**config.mk**
```make
export PLATFORM = sky130hd
export DESIGN_NAME = dmem_arbiter_flat
export DESIGN_NICKNAME = d
export VERILOG_FILES = /design/src/rtl/dmem_arbiter_if.sv /design/src/rtl/dmem_arbiter.sv /design/src/flat_wrapper.sv
export SDC_FILE = /design/constraint.sdc
export NUM_CORES = 1
export LEC_CHECK = 0
export BUFFER_PORTS_ARGS = -buffer_cell sky130_fd_sc_hd__buf_2
export CAP_MARGIN = 20
export CORE_MARGIN = 5
export CORE_UTILIZATION = 49
export CTS_CLUSTER_SIZE = 20
export DETAILED_ROUTE_END_ITERATION = 12
export PLACE_DENSITY = 0.86
export SETUP_SLACK_MARGIN = 0.3
export SLEW_MARGIN = 5
export SYNTH_ARGS = -nofsm -noshare
export SYNTH_HDL_FRONTEND = slang
export SYNTH_SLANG_ARGS = --single-unit
```
**constraint.sdc**
```tcl
create_clock -name clk -period 2.5 [get_ports clk]
set_input_delay 0.375 -clock clk [delete_from_list [all_inputs] [get_ports clk]]
set_output_delay 0.375 -clock clk [all_outputs]
set_load 0.005 [all_outputs]
```
**src/rtl/dmem_arbiter_if.sv**
```systemverilog
// Bus bundle between the data-memory arbiter, its two requesters (CPU, loader)
// and the single-port data memory.
interface dmem_arbiter_if #(
    parameter int ADDR_W = 32,
    parameter int DATA_W = 32
);
    logic              c_req;
    logic              c_we;
    logic [ADDR_W-1:0] c_addr;
    logic [DATA_W-1:0] c_wdata;
    logic              c_gnt;
    logic              c_done;
    logic [DATA_W-1:0] c_rdata;

    logic              l_req;
    logic              l_we;
    logic [ADDR_W-1:0] l_addr;
    logic [DATA_W-1:0] l_wdata;
    logic              l_gnt;
    logic              l_done;
    logic [DATA_W-1:0] l_rdata;

    logic              mem_en;
    logic              mem_we;
    logic [ADDR_W-1:0] mem_addr;
    logic [DATA_W-1:0] mem_wdata;
    logic [DATA_W-1:0] mem_rdata;

    // Arbiter side
    modport slave (
        input  c_req, c_we, c_addr, c_wdata,
        input  l_req, l_we, l_addr, l_wdata,
        input  mem_rdata,
        output c_gnt, c_done, c_rdata,
        output l_gnt, l_done, l_rdata,
        output mem_en, mem_we, mem_addr, mem_wdata
    );

    // Requester / memory side
    modport master (
        output c_req, c_we, c_addr, c_wdata,
        output l_req, l_we, l_addr, l_wdata,
        output mem_rdata,
        input  c_gnt, c_done, c_rdata,
        input  l_gnt, l_done, l_rdata,
        input  mem_en, mem_we, mem_addr, mem_wdata
    );
endinterface

```
**src/rtl/dmem_arbiter.sv**
```systemverilog
// Round-robin arbiter and fixed-latency sequencer sharing one single-port data
// memory between the CPU load/store path and the loader port.
module dmem_arbiter #(
    parameter int ADDR_W  = 32,
    parameter int DATA_W  = 32,
    parameter int MEM_LAT = 2
) (
    input  logic            clk,
    input  logic            reset,
    dmem_arbiter_if.slave   bus,
    output logic            stall,
    output logic            busy
);
    localparam int CNT_W = $clog2(MEM_LAT + 1);

    typedef enum logic [1:0] {IDLE, ACCESS, RESP} state_t;

    state_t            state, state_nx;
    logic [CNT_W-1:0]  cnt;
    logic              last_l;
    logic              win_l;
    logic              lat_we;
    logic [ADDR_W-1:0] lat_addr;
    logic [DATA_W-1:0] lat_wdata;
    logic              c_gnt_q, l_gnt_q;
    logic [DATA_W-1:0] c_rdata_q, l_rdata_q;
    logic              any_req, pick_l, last_cycle, c_done;

    // Loader wins only when alone or when the CPU held the previous grant.
    always_comb begin
        any_req    = bus.c_req | bus.l_req;
        pick_l     = bus.l_req & (~bus.c_req | ~last_l);
        last_cycle = (cnt == CNT_W'(1));
    end

    always_comb begin
        state_nx = state;
        unique case (state)
            IDLE:    if (any_req)    state_nx = ACCESS;
            ACCESS:  if (last_cycle) state_nx = RESP;
            RESP:                    state_nx = IDLE;
            default:                 state_nx = IDLE;
        endcase
    end

    always_ff @(posedge clk or negedge reset) begin
        if (!reset) state <= IDLE;
        else        state <= state_nx;
    end

    always_ff @(posedge clk or negedge reset) begin
        if (!reset) begin
            cnt       <= '0;
            last_l    <= 1'b1;
            win_l     <= 1'b0;
            lat_we    <= 1'b0;
            lat_addr  <= '0;
            lat_wdata <= '0;
            c_gnt_q   <= 1'b0;
            l_gnt_q   <= 1'b0;
            c_rdata_q <= '0;
            l_rdata_q <= '0;
        end else begin
            c_gnt_q <= 1'b0;
            l_gnt_q <= 1'b0;
            unique case (state)
                IDLE: begin
                    if (any_req) begin
                        win_l     <= pick_l;
                        last_l    <= pick_l;
                        lat_we    <= pick_l ? bus.l_we    : bus.c_we;
                        lat_addr  <= pick_l ? bus.l_addr  : bus.c_addr;
                        lat_wdata <= pick_l ? bus.l_wdata : bus.c_wdata;
                        cnt       <= CNT_W'(MEM_LAT);
                        c_gnt_q   <= ~pick_l;
                        l_gnt_q   <= pick_l;
                    end
                end
                ACCESS: begin
                    cnt <= cnt - CNT_W'(1);
                    if (last_cycle) begin
                        if (win_l) l_rdata_q <= bus.mem_rdata;
                        else       c_rdata_q <= bus.mem_rdata;
                    end
                end
                default: ;
            endcase
        end
    end

    // Command outputs decode the async-reset state so they drop with reset.
    assign bus.mem_en    = (state == ACCESS);
    assign bus.mem_we    = (state == ACCESS) & lat_we;
    assign bus.mem_addr  = lat_addr;
    assign bus.mem_wdata = lat_wdata;

    assign c_done      = (state == RESP) & ~win_l;
    assign bus.c_done  = c_done;
    assign bus.l_done  = (state == RESP) & win_l;
    assign bus.c_gnt   = c_gnt_q;
    assign bus.l_gnt   = l_gnt_q;
    assign bus.c_rdata = c_rdata_q;
    assign bus.l_rdata = l_rdata_q;

    assign stall = bus.c_req & ~c_done;
    assign busy  = (state != IDLE);
endmodule
```
**src/flat_wrapper.sv**
```systemverilog
// flat-port wrapper written by rule: the top's interface ports become plain ports
module dmem_arbiter_flat 
#(
    parameter int ADDR_W  = 32,
    parameter int DATA_W  = 32,
    parameter int MEM_LAT = 2
)
  (clk, reset, stall, busy, bus_c_req, bus_c_we, bus_c_addr, bus_c_wdata, bus_l_req, bus_l_we, bus_l_addr, bus_l_wdata, bus_mem_rdata, bus_c_gnt, bus_c_done, bus_c_rdata, bus_l_gnt, bus_l_done, bus_l_rdata, bus_mem_en, bus_mem_we, bus_mem_addr, bus_mem_wdata);
  dmem_arbiter_if #(.ADDR_W(ADDR_W), .DATA_W(DATA_W)) bus_i ();
  input  logic clk;
  input  logic reset;
  output logic stall;
  output logic busy;
  input wire logic [$bits(bus_i.c_req)-1:0] bus_c_req;
  input wire logic [$bits(bus_i.c_we)-1:0] bus_c_we;
  input wire logic [$bits(bus_i.c_addr)-1:0] bus_c_addr;
  input wire logic [$bits(bus_i.c_wdata)-1:0] bus_c_wdata;
  input wire logic [$bits(bus_i.l_req)-1:0] bus_l_req;
  input wire logic [$bits(bus_i.l_we)-1:0] bus_l_we;
  input wire logic [$bits(bus_i.l_addr)-1:0] bus_l_addr;
  input wire logic [$bits(bus_i.l_wdata)-1:0] bus_l_wdata;
  input wire logic [$bits(bus_i.mem_rdata)-1:0] bus_mem_rdata;
  output wire logic [$bits(bus_i.c_gnt)-1:0] bus_c_gnt;
  output wire logic [$bits(bus_i.c_done)-1:0] bus_c_done;
  output wire logic [$bits(bus_i.c_rdata)-1:0] bus_c_rdata;
  output wire logic [$bits(bus_i.l_gnt)-1:0] bus_l_gnt;
  output wire logic [$bits(bus_i.l_done)-1:0] bus_l_done;
  output wire logic [$bits(bus_i.l_rdata)-1:0] bus_l_rdata;
  output wire logic [$bits(bus_i.mem_en)-1:0] bus_mem_en;
  output wire logic [$bits(bus_i.mem_we)-1:0] bus_mem_we;
  output wire logic [$bits(bus_i.mem_addr)-1:0] bus_mem_addr;
  output wire logic [$bits(bus_i.mem_wdata)-1:0] bus_mem_wdata;
  assign bus_i.c_req = bus_c_req;
  assign bus_i.c_we = bus_c_we;
  assign bus_i.c_addr = bus_c_addr;
  assign bus_i.c_wdata = bus_c_wdata;
  assign bus_i.l_req = bus_l_req;
  assign bus_i.l_we = bus_l_we;
  assign bus_i.l_addr = bus_l_addr;
  assign bus_i.l_wdata = bus_l_wdata;
  assign bus_i.mem_rdata = bus_mem_rdata;
  assign bus_c_gnt = bus_i.c_gnt;
  assign bus_c_done = bus_i.c_done;
  assign bus_c_rdata = bus_i.c_rdata;
  assign bus_l_gnt = bus_i.l_gnt;
  assign bus_l_done = bus_i.l_done;
  assign bus_l_rdata = bus_i.l_rdata;
  assign bus_mem_en = bus_i.mem_en;
  assign bus_mem_we = bus_i.mem_we;
  assign bus_mem_addr = bus_i.mem_addr;
  assign bus_mem_wdata = bus_i.mem_wdata;
  dmem_arbiter #(.ADDR_W(ADDR_W), .DATA_W(DATA_W), .MEM_LAT(MEM_LAT)) u_core (.clk(clk), .reset(reset), .bus(bus_i), .stall(stall), .busy(busy));
endmodule
```
==> flow_summary.toml <==
[logic_synthesis]
synthMuxAreaShare_pct = 12.4
syn-cell-area_um2 = 5810
synthSimpleGateAreaFrac_pct = 11.8
seq_area_frac_synth_pct = 59.0
synth_fp_nets = 634
synth_xor_area_share_pct = 0
synthAdderAreaFrac_pct = 0.215
synth.distinct_cells = 30
ys_warn_count = 0
synth_compound_area_share_pct = 12.0
synth_top_family_by_area = "multiplexers"
avgSynthCellArea_um2 = 12.4
postSynthCellCount = 467
yosys_register_bits = 137

[die]
dieHeight_um = 119
die_x_um = 119
core-area_um2 = 11500
die_area_um2 = 14100
start_util_pct = 50.4
ios = 302
rows = 39

[power]
p_leak_uw = 0.00401
ir_drop_mv = 0.678
power_density_nw_per_um2 = 1310
total_power_uw = 10500

[worst_setup_path]
cp_slowest_cell = "dfrtp_1"
worstPathMaxFanout = 7
path_buf_inv = 2
end_kind = "output port"
worstPathArrival_ps = 1590
critPathMaxStageDelay_ps = 390
crit_chain = "nand2b_1 -> inv_1 -> and2_1 -> buf_2"
path_delay_family = "simple AND/OR/NAND/NOR gates"
crit_type = "flop to output port"
worstSetupStartpointType = "flop"
critical_path_required_ps = 2120

[layout]
utilization_pct = 69.7
fillers = 846
multiInputGateArea_um2 = 2130
nets = 920
layout-drive-gt1-share_pct = 52.6
regArea_um2 = 3430
syn2layout_area_growth_pct = 38.3

[clocking]
clockRootBuffer = "clkbuf_16"
clock_sinks = 137
cts_buffer_depth = 2
cts_setup_buffers = 0
cts_tree = "built"
clk_latency_ps = 420
cts.clk_slew.worst_paths_ps = 70
htreeDepth = 4
cts_buffers = 17

[global_route]
grt_first_pass_wirelength_mm = 28.1
grt_pass1_vias = 5365
grt.overflow.total = 0
grt_max_degree = 69
grt_usage_pct = 24.9
antenna_found_initial = 1

[placement]
hpwl_mm = 13.0
gp_congestion = 0.838
port_buffers = 301

[sta]
max_freq_mhz = 509
clock_skew_ps = 19.9
rsz0062_at_grt = "no"
max_slew_margin_pct = 55.9
period_share_pct = 78.7
setup_viol = 0
tns_ps = 0
drv_slew = 0
period_needed_ps = 1970
hold_viol = 0
worstMarginPinSlew_ps = 661

[routing]
drt-initial-drc-count = 373
drc = 0
routed_wl_mm = 17.8
vias_per_cell = 5.68
ant_nets = 0
wire_per_inst_um = 19.5
vias = 5167
dr.pass1.iters = 5

[status]
status = "complete, no violations"

[hold_path]
hold_path.class = "primary input to flop"

[job]
max-cap-violations = 0
worst reg2reg max path, stage by stage (launching register included):
cell and delay [ps]:
dfrtp_1 410, nand2b_1 280, inv_1 210, nand3_4 390, mux2_1 480
registers in the layout (all words and copies together) (netlist names):
name,cells
u_core.bus.l_gnt,1
u_core.bus.c_rdata,32
u_core.state,2
u_core.lat_we,1
u_core.bus.mem_wdata,32
u_core.bus.mem_addr,32
u_core.win_l,1
u_core.bus.l_rdata,32
u_core.bus.c_gnt,1
u_core.cnt,2
u_core.last_l,1
cells by family (layout without fill, tap and decap cells):
group	Yosys count	after routing
adder cells (fa/ha/maj)	1	1
flip-flops	137	137
AND/OR/NAND/NOR	145	145
buffers and inverters	48	347
other	0	1
multiplexers	64	64
AO/OA/AOI/OAI	72	72
cell type report:
class	count	share of cell area [%]
clock buffers	18	5.47
flip-flops and latches	137	42.7
multi-input cells	282	26.5
inverters	4	0.218
repair buffers	311	20.6
clock inverters	14	2.29
diodes	1	0.0312
well taps	143	2.23
cell usage in the layout (no fill, tap or decap), types with 2 or more instances in the layout:
cell	n
buf_4	4
clkinvlp_4	2
and2_1	2
mux2_1	11
bufinv_16	3
inv_6	6
dfrtp_1	136
clkinv_4	3
buf_2	300
nand2_1	66
a221o_1	65
mux2_2	53
buf_12	5
nor3_1	65
o21ai_0	2
a21o_1	2
clkbuf_16	17
inv_1	3
nor2_1	2
synthesized netlist by cell type (all sizes together):
cell / n / area share, %
a21o: 2 / 0.26
a221o: 65 / 11
a31oi: 1 / 0.11
and2: 2 / 0.22
and2b: 1 / 0.13
and3: 1 / 0.11
and3b: 1 / 0.15
buf: 25 / 3.1
clkbuf: 19 / 1.2
dfrtp: 136 / 59
dfstp: 1 / 0.45
ha: 1 / 0.22
inv: 4 / 0.26
mux2: 64 / 12
nand2: 66 / 4.3
nand2b: 1 / 0.11
nand3: 1 / 0.30
nand3b: 1 / 0.13
nor2: 3 / 0.19
nor2b: 1 / 0.11
nor3: 65 / 5.6
nor3b: 2 / 0.45
o211ai: 1 / 0.13
o21ai: 3 / 0.26
metrics by stage:
step | std cells | setup WS, ps | hold slack [ps] | cell area (um2)
3_5_place_dp | 876 | 607 | 384 | 7390
2_1_floorplan | 467 | 916 | 79.4 | 5810
6_report | 910 | 534 | 185 | 8030
3_3_place_gp | 876 | 656 | 374 | 7390
5_1_grt | 909 | 434 | 175 | 8030
4_1_cts | 909 | 316 | 174 | 8020
repair_timing:
action | in CTS | in global routing
gates resized for setup | 0 | 3
hold buffers | 1 | 0
endpoints found under the setup margin | 0 | 1
hold endpoints to repair | 55 | 0
final timing paths:
path / slack (ps) / depth (start not counted) / end / from
min: 190 / 2 / u_core.bus.mem_wdata[10] / bus_l_wdata[10]
min reg2reg: 480 / 1 / u_core.bus.c_rdata[13] / u_core.bus.c_rdata[13]
max in group asynchronous: 1300 / 3 / u_core.last_l / reset
max reg2reg: 610 / 4 / u_core.bus.l_rdata[15] / u_core.state[1]
max: 530 / 4 / bus_mem_we / u_core.state[1]
min in group asynchronous: 530 / 2 / u_core.bus.l_rdata[20] / reset
where the power goes:
part | internal, uW | leakage [uW] | switching [uW] | total (uW)
sequential | 3340 | 0.00165 | 671 | 4010
combinational | 2030 | 0.00207 | 1850 | 3880
clock | 1620 | 0.000299 | 1000 | 2620
layer usage:
metal	vias to the layer above	track usage (%)	wire [um]
met5	-	0	0
met4	0	8.76	436
li1	2314	-	-
met2	318	42.6	9120
met1	2501	30.3	6570
met3	34	7.06	1650
(Power assumes the default switching activity.)
